<file path="src/rtl/manch_tx_framer_if.sv">
// Word handshake and line-side signals of the Manchester transmit framer.
interface manch_tx_framer_if #(
  parameter int DATA_W = 8
);
  logic [DATA_W-1:0] in_data;
  logic              in_valid;
  logic              in_ready;
  logic              tx_manch;
  logic              tx_en;
  logic              busy;
  logic              frame_done;

  modport master (
    output in_data, in_valid,
    input  in_ready, tx_manch, tx_en, busy, frame_done
  );

  modport slave (
    input  in_data, in_valid,
    output in_ready, tx_manch, tx_en, busy, frame_done
  );
endinterface

</file>
<file path="src/rtl/manch_tx_framer.sv">
// Manchester transmit framer: preamble, data word, one idle END bit; first half-bit at T+1.
// in_ready only in IDLE or on the final cycle of the last data bit, so a held word streams gaplessly.
module manch_tx_framer #(
  parameter int CLK_FREQ      = 18_750_000,
  parameter int BAUDRATE      = 115200,
  parameter int DATA_W        = 8,
  parameter int PREAMBLE_BITS = 8,
  parameter int POLARITY      = 0,
  parameter int LSB_FIRST     = 1,
  parameter bit IDLE_LEVEL    = 1'b0
) (
  input  logic               mclkin,
  input  logic               rst,
  manch_tx_framer_if.slave   bus
);

  localparam int HALFBAUD = (CLK_FREQ / BAUDRATE) / 2;
  localparam int CW       = (HALFBAUD > 2) ? $clog2(HALFBAUD) : 1;
  localparam int MAXB     = (PREAMBLE_BITS > DATA_W) ? PREAMBLE_BITS : DATA_W;
  localparam int BW       = (MAXB > 2) ? $clog2(MAXB) : 1;

  localparam logic [CW-1:0] HB_LAST   = CW'(HALFBAUD - 1);
  localparam logic [BW-1:0] PRE_LAST  = BW'((PREAMBLE_BITS > 0) ? PREAMBLE_BITS - 1 : 0);
  localparam logic [BW-1:0] DATA_LAST = BW'(DATA_W - 1);
  localparam logic          POL       = (POLARITY != 0);

  if (HALFBAUD < 2) begin : g_bad_baud
    $error("manch_tx_framer: HALFBAUD must be at least 2");
  end
  if (DATA_W < 1 || DATA_W > 32) begin : g_bad_width
    $error("manch_tx_framer: DATA_W out of range 1..32");
  end
  if (PREAMBLE_BITS < 0 || PREAMBLE_BITS > 64) begin : g_bad_pre
    $error("manch_tx_framer: PREAMBLE_BITS out of range 0..64");
  end

  typedef enum logic [1:0] {S_IDLE, S_PRE, S_DATA, S_END} state_t;

  state_t              r_state;
  logic [CW-1:0]       r_cnt;
  logic                r_half;
  logic [BW-1:0]       r_bit;
  logic [DATA_W-1:0]   r_shift;
  logic                r_manch;
  logic                r_en;
  logic                r_done;

  state_t              w_state_nxt;
  logic [CW-1:0]       w_cnt_nxt;
  logic                w_half_nxt;
  logic [BW-1:0]       w_bit_nxt;
  logic [DATA_W-1:0]   w_shift_nxt;
  logic                w_manch_nxt;
  logic                w_en_nxt;
  logic                w_done_nxt;
  logic                w_pbit;
  logic                w_dbit;

  logic w_hb_end;
  logic w_bit_end;
  logic w_last_data;
  logic w_ready;
  logic w_xfer;

  assign w_hb_end    = (r_cnt == HB_LAST);
  assign w_bit_end   = w_hb_end && r_half;
  assign w_last_data = (r_state == S_DATA) && w_bit_end && (r_bit == DATA_LAST);
  assign w_ready     = !rst && ((r_state == S_IDLE) || w_last_data);
  assign w_xfer      = w_ready && bus.in_valid;

  always_ff @(posedge mclkin) begin
    if (rst) begin
      r_state <= S_IDLE;
      r_cnt   <= '0;
      r_half  <= 1'b0;
      r_bit   <= '0;
      r_shift <= '0;
      r_manch <= IDLE_LEVEL;
      r_en    <= 1'b0;
      r_done  <= 1'b0;
    end else begin
      r_state <= w_state_nxt;
      r_cnt   <= w_cnt_nxt;
      r_half  <= w_half_nxt;
      r_bit   <= w_bit_nxt;
      r_shift <= w_shift_nxt;
      r_manch <= w_manch_nxt;
      r_en    <= w_en_nxt;
      r_done  <= w_done_nxt;
    end
  end

  always_comb begin
    w_state_nxt = r_state;
    w_cnt_nxt   = w_hb_end ? '0 : r_cnt + CW'(1);
    w_half_nxt  = w_hb_end ? ~r_half : r_half;
    w_bit_nxt   = r_bit;
    w_shift_nxt = r_shift;
    unique case (r_state)
      S_IDLE: begin
        w_cnt_nxt  = '0;
        w_half_nxt = 1'b0;
        w_bit_nxt  = '0;
        if (w_xfer) begin
          w_state_nxt = (PREAMBLE_BITS == 0) ? S_DATA : S_PRE;
          w_shift_nxt = bus.in_data;
        end
      end
      S_PRE: begin
        if (w_bit_end) begin
          if (r_bit == PRE_LAST) begin
            w_state_nxt = S_DATA;
            w_bit_nxt   = '0;
          end else begin
            w_bit_nxt = r_bit + BW'(1);
          end
        end
      end
      S_DATA: begin
        if (w_bit_end) begin
          if (r_bit == DATA_LAST) begin
            w_bit_nxt = '0;
            // A word accepted on the last cycle continues straight into DATA.
            if (w_xfer) begin
              w_shift_nxt = bus.in_data;
            end else begin
              w_state_nxt = S_END;
            end
          end else begin
            w_bit_nxt   = r_bit + BW'(1);
            w_shift_nxt = (LSB_FIRST != 0) ? (r_shift >> 1) : (r_shift << 1);
          end
        end
      end
      S_END: begin
        if (w_bit_end) begin
          w_state_nxt = S_IDLE;
        end
      end
      default: w_state_nxt = S_IDLE;
    endcase
  end

  always_comb begin
    w_pbit      = ~w_bit_nxt[0];
    w_dbit      = (LSB_FIRST != 0) ? w_shift_nxt[0] : w_shift_nxt[DATA_W-1];
    w_manch_nxt = IDLE_LEVEL;
    w_en_nxt    = 1'b0;
    w_done_nxt  = (r_state == S_END) && w_bit_end;
    unique case (w_state_nxt)
      S_PRE: begin
        w_en_nxt    = 1'b1;
        w_manch_nxt = (w_half_nxt ^ POL) ? w_pbit : ~w_pbit;
      end
      S_DATA: begin
        w_en_nxt    = 1'b1;
        w_manch_nxt = (w_half_nxt ^ POL) ? w_dbit : ~w_dbit;
      end
      S_END: begin
        w_en_nxt    = 1'b1;
        w_manch_nxt = IDLE_LEVEL;
      end
      default: begin
        w_en_nxt    = 1'b0;
        w_manch_nxt = IDLE_LEVEL;
      end
    endcase
  end

  assign bus.in_ready   = w_ready;
  assign bus.tx_manch   = r_manch;
  assign bus.tx_en      = r_en;
  assign bus.frame_done = r_done;
  assign bus.busy       = (r_state != S_IDLE);

endmodule
</file>
<file path="src/flat_wrapper.sv">
// flat-port wrapper written by rule: the top's interface ports become plain ports
module manch_tx_framer_flat 
#(
  parameter int CLK_FREQ      = 18_750_000,
  parameter int BAUDRATE      = 115200,
  parameter int DATA_W        = 8,
  parameter int PREAMBLE_BITS = 8,
  parameter int POLARITY      = 0,
  parameter int LSB_FIRST     = 1,
  parameter bit IDLE_LEVEL    = 1'b0
)
  (mclkin, rst, bus_in_data, bus_in_valid, bus_in_ready, bus_tx_manch, bus_tx_en, bus_busy, bus_frame_done);
  manch_tx_framer_if #(.DATA_W(DATA_W)) bus_i ();
  input  logic mclkin;
  input  logic rst;
  input wire logic [$bits(bus_i.in_data)-1:0] bus_in_data;
  input wire logic [$bits(bus_i.in_valid)-1:0] bus_in_valid;
  output wire logic [$bits(bus_i.in_ready)-1:0] bus_in_ready;
  output wire logic [$bits(bus_i.tx_manch)-1:0] bus_tx_manch;
  output wire logic [$bits(bus_i.tx_en)-1:0] bus_tx_en;
  output wire logic [$bits(bus_i.busy)-1:0] bus_busy;
  output wire logic [$bits(bus_i.frame_done)-1:0] bus_frame_done;
  assign bus_i.in_data = bus_in_data;
  assign bus_i.in_valid = bus_in_valid;
  assign bus_in_ready = bus_i.in_ready;
  assign bus_tx_manch = bus_i.tx_manch;
  assign bus_tx_en = bus_i.tx_en;
  assign bus_busy = bus_i.busy;
  assign bus_frame_done = bus_i.frame_done;
  manch_tx_framer #(.CLK_FREQ(CLK_FREQ), .BAUDRATE(BAUDRATE), .DATA_W(DATA_W), .PREAMBLE_BITS(PREAMBLE_BITS), .POLARITY(POLARITY), .LSB_FIRST(LSB_FIRST), .IDLE_LEVEL(IDLE_LEVEL)) u_core (.mclkin(mclkin), .rst(rst), .bus(bus_i));
endmodule
</file>
<file path="config.mk">
export PLATFORM = sky130hd
export DESIGN_NAME = manch_tx_framer_flat
export DESIGN_NICKNAME = d
export VERILOG_FILES = /design/src/rtl/manch_tx_framer_if.sv /design/src/rtl/manch_tx_framer.sv /design/src/flat_wrapper.sv
export SDC_FILE = /design/constraint.sdc
export NUM_CORES = 1
export LEC_CHECK = 0
export CORE_MARGIN = 5
export CORE_UTILIZATION = 58
export DETAILED_ROUTE_END_ITERATION = 10
export GPL_TIMING_DRIVEN = 0
export PLACE_DENSITY_LB_ADDON = 0.3
export SETUP_SLACK_MARGIN = 0.15
export SYNTH_ARGS = -nofsm -noshare
export SYNTH_HDL_FRONTEND = slang
export SYNTH_SLANG_ARGS = --single-unit
</file>
<file path="constraint.sdc">
create_clock -name mclkin -period 5.1 [get_ports mclkin]
set_input_delay 1.275 -clock mclkin [delete_from_list [all_inputs] [get_ports mclkin]]
set_output_delay 1.275 -clock mclkin [all_outputs]
set_load 0.005 [all_outputs]
</file>
### Word-level counts from Yosys, hierarchy flattened

Index checks and enable logic that the tools add are counted.

| cells by class | value |
|---|---|
| bitwise logic cells | 3 |
| reductions and logical operators | 17 |
| eq/ne operators | 10 |
| multiplexer cells | 21 |
| add/subtract/negate cells | 2 |

Operators by type and width:

| operator | count |
|---|---|
| $mux W8 | 3 |
| $pmux W8 S2 | 1 |
| $mux W2 | 7 |
| $eq A2 B2 Y1 const B | 4 |
| $pmux W2 S4 | 1 |
| $add A7 B1 Y7 const B | 1 |
| $eq A7 B7 Y1 const B | 1 |
| $logic_and A1 B1 Y1 | 6 |
| $mux W3 | 2 |
| $pmux W3 S2 | 1 |
| $reduce_bool A2 Y1 | 3 |
| $reduce_or A3 Y1 | 2 |
| $mux W1 | 5 |
| $eq A2 B1 Y1 const B | 2 |
| $ne A2 B1 Y1 const B | 2 |
| $reduce_and A2 Y1 | 2 |
| $add A3 B1 Y3 const B | 1 |
| $eq A3 B3 Y1 const B | 1 |
| $not A1 Y1 | 3 |
| $logic_not A2 Y1 | 1 |
| $pmux W1 S2 | 1 |
| $reduce_or A2 Y1 | 1 |
| $logic_not A1 Y1 | 1 |
| $logic_or A1 B1 Y1 | 1 |

| word-level totals | value |
|---|---|
| word-level logic and storage cells | 63 |
| output and inout bits | 5 |
| input port bits | 11 |
| bits in registers | 24 |

### Depth between registers and ports, before layout

Gate-level depths: netlist of run 1.

| depth | value |
|---|---|
| word-level depth | 14 |
| depth in mapped cells | 14 |
| mapped depth without buffers | 13 |

### Least setup slack after synthesis of run 1

No wires, ideal clock.

| path | value |
|---|---|
| path type | input to output |
| start point | input port rst |
| end point | output port bus_in_ready |
| stages | 3 |
| setup slack | 1.917 ns |
| data required time | 3.825 ns |
| path buffers | 2 |
| arrival time | 1.908 ns |
| path through | clkbuf_1 > clkbuf_1 > nor2_1 |

| on the way | value |
|---|---|
| cells in the longest elaborated chain, start to end | 2 |

Ends and longest elaborated chain:

| what | RTL line | text |
|---|---|---|
| start, declared | flat_wrapper.sv:15 | `input logic rst;` |
| $logic_not A1 Y1 | manch_tx_framer.sv:68 | `assign w_ready = !rst && ((r_state == S_IDLE) \|\| w_last_data);` |
| $logic_and A1 B1 Y1 | manch_tx_framer.sv:68 |  |
| end, declared | flat_wrapper.sv:18 | `output wire logic [$bits(bus_i.in_ready)-1:0] bus_in_ready;` |

No other way between the ends.

### Worst setup path in the final report of run 1

Ends and elaborated chain as after synthesis.

==> results of run 1 <==
## sequential cells by signal, summed over array words and instances, names as in the netlist
name	count
u_core.r_shift	8
u_core.r_cnt	7
u_core.r_bit	3
u_core.r_state	2
u_core.bus.frame_done	1
u_core.bus.tx_en	1
u_core.bus.tx_manch	1
u_core.r_half	1
## kinds of logic (layout without fill, tap and decap cells)
family / count (synthesis) / after routing
AOI/OAI and AO/OA: 25 / 25
adders and majority gates: 13 / 13
DFF: 24 / 24
muxes: 1 / 1
and+or+nand+nor: 57 / 57
xor gates and xnor gates: 6 / 6
buffers and inverters: 17 / 36
## worst paths after layout
path	start	endpoint	cells after the start
max reg2reg	u_core.r_cnt[1]	u_core.bus.tx_manch	12
min reg2reg	u_core.r_bit[2]	u_core.r_bit[2]	2
max	rst	bus_in_ready	5
min	u_core.r_bit[2]	u_core.r_bit[2]	2
## cells in the final DEF (no fill, tap or decap), drive strengths merged, types with 2 or more instances in the layout
cell type	netlist	routed
dfxtp	24	24
inv	9	9
clkbuf	3	7
ha	13	13
nand4b	2	2
o22ai	2	2
nor2	26	26
a222oi	6	6
nand3	4	4
nor3	3	3
a31oi	3	3
buf	5	5
nand2b	3	3
o32a	2	2
xor2	3	3
nand2	4	4
clkdlybuf4s50	0	15
nor2b	5	5
a21oi	4	4
xnor2	3	3
## routing by layer
layer  up-vias  part of all wire [%]
met2        15                    50
li1        545                     -
met3         5                   3.1
met1       518                    45
met4         0                   1.6
met5         -                     0
## through the flow
stage          power, mW  cells  area (sq um)  hold WS (ps)  util (%)
6_report           0.358    190          1550           481      70.5
5_1_grt            0.374    190          1550           519      70.5
4_1_cts            0.358    190          1550           480      70.5
3_5_place_dp       0.259    186          1510           463      68.9
3_3_place_gp       0.255    186          1510           443      68.9
2_1_floorplan      0.237    143          1320           436         -
## final cells by class
type	count	share of cell area, %
flip-flops and latches	24	31.1
clock buffers	4	2.35
plain buffers	8	3.32
repair buffers	15	9.72
multi-input cells	102	49.1
well taps	28	2.27
inverters	9	2.19
## power groups by stage
stage / clock, mW / combinational [mW] / sequential [mW]
finish: 0.103 / 0.0578 / 0.197
global route: 0.112 / 0.0642 / 0.198
CTS: 0.103 / 0.0578 / 0.197
detailed placement: 0 / 0.0575 / 0.202
global placement: 0 / 0.0543 / 0.201
floorplan: 0 / 0.0359 / 0.201
## worst register-to-register path: cells and delay by family, from the launching register on
family	cells	cell delay, ps
adder cells (fa/ha/maj)	3	780
AND/OR/NAND/NOR	4	710
flip-flops	1	360
AO/OA/AOI/OAI	3	970
buffers and inverters	2	240
==> results.cfg, run 1 <==
[setup_path]
critPathKind = in -> out
worst_path_max_delay_cell = clkdlybuf4s50_1
path_buf_inv = 4
critical_path_required_ps = 3830
worst-path-max-fanout = 10
cp_cell_sequence = clkdlybuf4s50_1 -> clkbuf_1 -> clkbuf_1 -> nor2_1 -> clkdlybuf4s50_1
r2r_slack_ps = 1940
end_kind = primary output
cp-start-kind = primary input
cp.arrival_ps = 3150
slowest_delay_ps = 480
critical-path-top-delay-family = buffers and inverters

[synthesis]
synth_compound_area_share_pct = 15.3
synth_edf_count = 0
synth-simple-area-share_pct = 25.0
syn-mean-instance-area_sq_um = 9.26
syn-num-nets = 167
yosysTopAreaCell = dfxtp_1
synth-xor-area-share_pct = 3.97
synth.most_common_cell = nor2_1
synth_seq_cells = 24
ys_top_cells_by_count = nor2_1 (25), dfxtp_1 (24), ha_1 (13)
syn_inst = 143
synth_cell_types = 44
synth_ff_type = dfxtp_1
synth_fa_ha_area_share_pct = 12.3
async_reset_ff_share_pct = 0
syn-cell-area_sq_um = 1320
synthMuxAreaShare_pct = 0.756
synth_top_family_by_area = simple AND/OR/NAND/NOR gates
synth_top_area_share_pct = 36.3
synth.area.top_cells = dfxtp_1 (36%), ha_1 (12%), nor2_1 (7.1%), a222oi_1 (4.5%), inv_1 (2.6%)
yosysSeqAreaShare_pct = 36.3
synth_warnings = 0

[route]
detail-route-antenna-nets = 0
routed_wl_mm = 2.63
wl_per_cell_um = 13.8
via_per_inst = 5.70
vias = 1083
drc = 0
drt-pass1-iter-count = 5
drtIter0Drc = 40

[global_route]
grt_pass1_wl_mm = 4.38
grt_busiest_layer = met2
grt_antenna_before_repair = 0
met2_usage_pct = 31.1
globalRouteMet3Util_pct = 3.34
grt_max_degree = 14
grtUsageTotal_pct = 16.8
gr-total-overflow = 0
grt.met1_usage_pct = 18.9
first_global_vias = 1042

[final_layout]
drive_gt1_share_pct = 8.64
fill_cells = 171
seqCellArea_sq_um = 480
multi_input_area_sq_um = 758
nets = 187
antenna_cells = 0
synthToLayoutAreaGrowth_pct = 16.7

[timing]
max_freq_mhz = 226
setup_slack_ps = 678
min_period_ps = 4420
drv_slew = 0
fin_skew_ps = 17.1
relSlewSlack_pct = 56.3
setup_viol = 0
tns_ps = 0
hold_viol = 0
grt_setup_unrepaired = false
min_period_over_period_pct = 86.7
worst_pin_slew_ps = 656

[pwr]
ir_worst_vdd_v = 0.000191
p_leak_nw = 0.668
p_per_area_nw_per_um2 = 232
pwr-share-clk_pct = 28.7
swShare_pct = 25.7
power_frac_seq_pct = 55.1
pwr-share-comb_pct = 16.2
switchingPower_mw = 0.0921
p_int_mw = 0.266

[clocking]
cts_setup_buffers = 0
cts-root-buf = clkbuf_4
path_clk_slew_ps = 120
cts_tree = built
ctsLongestPathBuffers = 2
clk_latency_ps = 330
cts_buffers = 3
cts_hold_buf = 0
ctsHtreeMaxLevel = 1
post_cts_resized = 0
clock_sinks = 24

[run_status]
status = finished, final reports clean

[floorplan]
die_area_sq_um = 3340
die_w_um = 57.8
die_h_um = 57.8
coreArea_sq_um = 2190
ios = 16
start_util_pct = 60.4
rows = 17

[placed_design]
portBuffers = 15
gp_congestion = 0.749
place_ws_ps = 683
dp_hpwl_mm = 2.01

[job]
drv_cap = 0

[worst_hold_path]
hp-class = reg -> reg
Power figures use the tool's default switching activity.
==> run 2: changes to the inputs <==
- ABC_CLOCK_PERIOD_IN_PS: not set -> 5100
==> results of run 2 <==
The final DEF is identical to that of run 1; final timing and power are the same.
==> RTL edit 1, RTL diff (settings of run 2) <==
`IDLE_LEVEL` is set to 1'b0 in 2 places; all go to 1'b1.
--- a/src/rtl/manch_tx_framer.sv
+++ b/src/rtl/manch_tx_framer.sv
@@ -7,7 +7,7 @@
   parameter int PREAMBLE_BITS = 8,
   parameter int POLARITY      = 0,
   parameter int LSB_FIRST     = 1,
-  parameter bit IDLE_LEVEL    = 1'b0
+  parameter bit IDLE_LEVEL    = 1'b1
 ) (
   input  logic               mclkin,
   input  logic               rst,
--- a/src/flat_wrapper.sv
+++ b/src/flat_wrapper.sv
@@ -7,7 +7,7 @@
   parameter int PREAMBLE_BITS = 8,
   parameter int POLARITY      = 0,
   parameter int LSB_FIRST     = 1,
-  parameter bit IDLE_LEVEL    = 1'b0
+  parameter bit IDLE_LEVEL    = 1'b1
 )
   (mclkin, rst, bus_in_data, bus_in_valid, bus_in_ready, bus_tx_manch, bus_tx_en, bus_busy, bus_frame_done);
   manch_tx_framer_if #(.DATA_W(DATA_W)) bus_i ();
Check against the original RTL: not equivalent (a bounded check fails within 4 cycles, from zero or initial values and one cycle with rst high).
==> RTL edit 1 against run 2 <==
- non-clock buffer count decreased by 1
- setup slack got worse by 0.064 ns
- count of clock-buffer cells in the layout unchanged
- wire length increased by 2.7%
- sequential cell count unchanged
- die area decreased by 0.31%
- global-route usage increased by 0.49 points
- cell area decreased by 0.32%
- area after synthesis decreased by 0.38%
- total power decreased by 4.0%
- critical endpoint unchanged
==> RTL edit 1: results (changes against run 2) <==
[global_route]
grt_util_all_layers=0.1730  ; +0.004863
overflow=0  ; unchanged
use_met2=0.2968  ; -0.01452
gr-max-usage-layer=met2
grt_use_met3=0.03563  ; +0.002227
grt_pass1_wl_um=4629  ; +5.7%
grt_pass1_vias=1078  ; +3.5%
met1_usage=0.2157  ; +0.02706

[cts]
cts_max_path_buffers=2  ; unchanged
clk_latency_ns=0.31  ; -0.02 ns
post_cts_resized=0  ; unchanged
root_buffer=clkbuf_4
cts_hold_buf=0  ; unchanged
post-cts-setup-buffers=0  ; unchanged

[worst_setup_path]
crit_family=buffers and inverters
crit_fanout=10  ; unchanged
reg2regPathDepth=14  ; +2
ff2ff_setup_slack_ns=2.12  ; +0.18 ns
crit_path_start=rst
slowest_delay_ns=0.52  ; +0.04 ns
r2r_start=u_core.r_cnt[0]
timing.rr.end=u_core.bus.tx_manch
crit_arrival_ns=3.21  ; +0.06 ns

[min_path]
hp-class=flip-flop to flip-flop
worstHoldStart=u_core.r_cnt[0]
min_to=u_core.r_cnt[0]
whs_path_depth=1  ; -1

[final_layout]
syn_to_final_growth_pct=16.79  ; about the same
reg.largest.list=u_core.r_shift (8), u_core.r_cnt (7), u_core.r_bit (3)
drive_gt1_frac=0.07831  ; -0.008107
fillers=183  ; +7.0%
nets=191  ; +2.1%

[placement]
gp_congestion=0.8094  ; +8.0%
dp_hpwl_um=2043  ; +1.6%

[pwr]
power_frac_clock=0.283  ; -0.004
peakVddDrop_uv=172.1  ; -9.8%
powerComb_uw=49.0  ; -15%
intPower_uw=261.5  ; -1.7%
p_leak_uw=0.0006246  ; -6.4%
swShare=0.2389  ; -0.01828

[yosys]
synth_commonest_cells=24 x dfxtp_1, 24 x nor2_1, 13 x ha_1
async_flop_share=0  ; unchanged
synthTopCellsByArea=dfxtp_1 36%, ha_1 12%, nor2_1 6.8%
synth-edff-count=0  ; unchanged
ys_seq_area_frac=0.3643  ; +0.001377
yosysWarnings=0  ; unchanged
synth_cell_type_count=39  ; -11%
syn_nets=171  ; +2.4%

[timing]
worst_slew_pin_slew_ns=0.4943  ; -0.1616 ns
skew_ns=0.01771  ; +0.0006104 ns

[detailed_routing]
via_per_inst=5.747  ; +0.83%
wl_met1_um=1235  ; +4.9%
met2_length_um=1325  ; unchanged
avgRoutedWirePerCell_um=13.91  ; +0.55%
first_pass_iters=4  ; -1
initialDrtViolationCount=42  ; +5.0%
met3_length_um=108  ; +32%

[status]
status=completed

[RTL edit 1: metrics by stage]
step	std cells	hold slack [ns]	setup WS, ns
after floorplan	147	0.4414	1.917
after global placement	190	0.4564	0.6663
after detailed placement	190	0.4675	0.6098
after CTS	194	0.4992	0.6034
final	194	0.4950	0.6137
after global routing	194	0.5275	0.5041
[RTL edit 1: kinds of logic (layout without fill, tap and decap cells)]
family | Yosys count | in the layout | synth area share
xor gates and xnor gates | 7 | 7 | 0.04649
adders and majority gates | 13 | 13 | 0.1233
buffers and inverters | 16 | 35 | 0.05029
muxes | 2 | 2 | 0.01518
and+or+nand+nor | 57 | 57 | 0.2116
DFF | 24 | 24 | 0.3643
AOI/OAI and AO/OA | 28 | 28 | 0.1888
[RTL edit 1: final cells by class]
class                           instances  share of cell area
Timing Repair Buffer                   15             0.09748
Buffer                                  7             0.02112
Inverter                                9             0.02193
Clock buffer                            4             0.02356
Tap cell                               28             0.02275
Multi-Input combinational cell        107              0.5012
Sequential cell                        24              0.3119
==> RTL edit 2, RTL diff (settings of run 2) <==
Made on the original files. `r_shift` no longer has a reset.
--- a/src/rtl/manch_tx_framer.sv
+++ b/src/rtl/manch_tx_framer.sv
@@ -74,7 +74,6 @@
       r_cnt   <= '0;
       r_half  <= 1'b0;
       r_bit   <= '0;
-      r_shift <= '0;
       r_manch <= IDLE_LEVEL;
       r_en    <= 1'b0;
       r_done  <= 1'b0;
@@ -83,11 +82,14 @@
       r_cnt   <= w_cnt_nxt;
       r_half  <= w_half_nxt;
       r_bit   <= w_bit_nxt;
-      r_shift <= w_shift_nxt;
       r_manch <= w_manch_nxt;
       r_en    <= w_en_nxt;
       r_done  <= w_done_nxt;
     end
+  end
+
+  always_ff @(posedge mclkin) begin
+    r_shift <= w_shift_nxt;
   end
 
   always_comb begin
Check against the original RTL: same outputs for any inputs over 10 cycles, from zero or initial values and one cycle with rst high; that may be too few to reach the edited logic, so the function may still have changed.
==> RTL edit 2 against run 2 <==
- setup slack better by 0.40 ns
- sequential cell count unchanged
- cell area grew 5.7%
- area after synthesis increased by 5.8%
- cell count is 0.53% lower
- hold slack worse by 0.0022 ns
- global-route usage rose by 1.2 points
- clock skew is 0.010 ns lower
- wire length grew 5.6%
- non-clock buffer count down 3
- synthesized cell count down 0.70%
- count of clock-buffer cells in the layout stayed put
Power is not compared: it rests on default switching activity, and its combinational part moved more than twofold at a synthesized area within 25%.
==> RTL edit 2: results (changes against run 2) <==
[final_layout]
antenna_cells=0  ; unchanged
reg.largest.list=u_core.r_shift (8), u_core.r_cnt (7), u_core.r_bit (3)
drive_gt1_frac=0.08696  ; +0.0005368
layoutNonFillerInstCount=189  ; -0.53%
fillers=187  ; +9.4%

[worst_setup_path]
timing.rr.end=u_core.bus.tx_manch
ff2ff_setup_slack_ns=2.11  ; +0.17 ns
r2r_start=u_core.r_cnt[0]
crit_fanout=10  ; unchanged
reg2regPathDepth=15  ; +3
cp_slowest_cell=clkdlybuf4s50_1
crit_arrival_ns=2.75  ; -0.40 ns
slowest_delay_ns=0.51  ; +0.03 ns
crit_family=buffers and inverters

[timing]
hold_ws_ns=0.4790  ; -0.002185 ns
slew_headroom=0.2955  ; -0.2672
skew_ns=0.007069  ; -0.01003 ns

[detailed_routing]
avgRoutedWirePerCell_um=14.68  ; +6.1%
initialDrtViolationCount=24  ; -40%
via_per_inst=5.815  ; +2.0%
first_pass_iters=4  ; -1

[yosys]
yosysWarnings=0  ; unchanged
syn_avg_cell_area_sq_um=9.860  ; +6.5%
synthTopCellsByArea=dfxtp_1 24%, edfxtp_1 15%, ha_1 12%
syn_nets=166  ; -0.60%
synth_commonest_cells=17 x dfxtp_1, 15 x nor2_1, 13 x ha_1
synth-main-ff-cell=dfxtp_1
ys_seq_area_frac=0.3932  ; +0.03026
async_flop_share=0  ; unchanged
synth-edff-count=7  ; +7
synth_cell_type_count=43  ; -2.3%

[min_path]
min_to=u_core.r_bit[2]
whs_path_depth=2  ; unchanged
worstHoldStart=u_core.r_bit[2]
hp-class=flip-flop to flip-flop

[status]
status=completed

[cts]
numCtsBuffers=3  ; unchanged
htreeDepth=1  ; unchanged
post_cts_resized=0  ; unchanged
cts_max_path_buffers=2  ; unchanged
clk_latency_ns=0.31  ; -0.02 ns
root_buffer=clkbuf_4
clk_pin_slew_worst_paths_ns=0.13
post-cts-setup-buffers=0  ; unchanged

[global_route]
grt_start_max_net_pins=15  ; +1
grt_pass1_vias=1119  ; +7.4%
grt_util_all_layers=0.1799  ; +0.01180
grt_pass1_wl_um=4988  ; +14%
antenna_found_initial=0  ; unchanged

[pwr]
peakVddDrop_uv=311.5
p_leak_uw=0.0006830

[placement]
portBuffers=15  ; unchanged
dp_hpwl_um=2150  ; +6.9%
gp_congestion=0.7588  ; +1.3%

[floorplan]
placeableCoreArea_sq_mm=0.002255  ; +2.9%

-- RTL edit 2: routing by layer --
metal / vias up / part of all wire / GRT usage
li1: 555 / - / -
met1: 515 / 0.46 / 0.2262
met2: 27 / 0.49 / 0.3139
met3: 2 / 0.050 / 0.04357
met4: 0 / 0.0043 / 0.03236
met5: - / 0 / 0
-- RTL edit 2: cell type report --
cell class              count  area share
well taps                  28     0.02146
clock buffers               4     0.02912
inverters                   8     0.01839
multi-input cells         105      0.4835
repair buffers             15     0.09195
flip-flops and latches     24      0.3372
plain buffers               5     0.01839
-- RTL edit 2: worst max path at each step --
stage / start / end / depth (start not counted)
2_1_floorplan: rst / bus_in_ready / 2
3_3_place_gp: rst / bus_in_ready / 4
3_5_place_dp: rst / bus_in_ready / 4
4_1_cts: rst / bus_in_ready / 4
5_1_grt: rst / bus_in_ready / 4
6_report: rst / bus_in_ready / 4
-- RTL edit 2: worst reg2reg max path, cell delays in order (launching register included) --
cell and delay, ns:
dfxtp_1 0.37, inv_1 0.07, ha_1 0.14, nand4b_1 0.12, nor3_1 0.26, ha_1 0.34
buf_6 0.18, nand2_1 0.08, a211oi_1 0.23, o21ai_1 0.12, and3_1 0.19, ha_1 0.27
nor2b_1 0.18, and3_1 0.17, nand4_1 0.11, o211ai_2 0.11
-- RTL edit 2: stage by stage --
step / total power [uW] / utilization / cell area [sq um] / worst slack (ns)
after detailed placement: 588.5 / 0.7031 / 1585 / 1.075
after global routing: 761.2 / 0.7242 / 1633 / 0.9795
after floorplan: 495.3 / - / 1400 / 2.215
final: 704.5 / 0.7242 / 1633 / 1.080
after CTS: 706.1 / 0.7242 / 1633 / 1.073
after global placement: 572.1 / 0.7031 / 1585 / 1.084
-- RTL edit 2: cell families after synthesis --
family                   after synthesis  share of synthesized area
AO/OA/AOI/OAI                         29                     0.1778
XOR/XNOR                               6                    0.03753
adder cells (fa/ha/maj)               13                     0.1162
buffers and inverters                 13                    0.04289
flip-flops                            24                     0.3932
multiplexers                           2                    0.01430
AND/OR/NAND/NOR                       55                     0.2181
-- RTL edit 2: power breakdown --
part,switching [uW],internal (uW)
sequential,31.3,260
combinational,162,132
clock,59.0,59.8
total,253,452
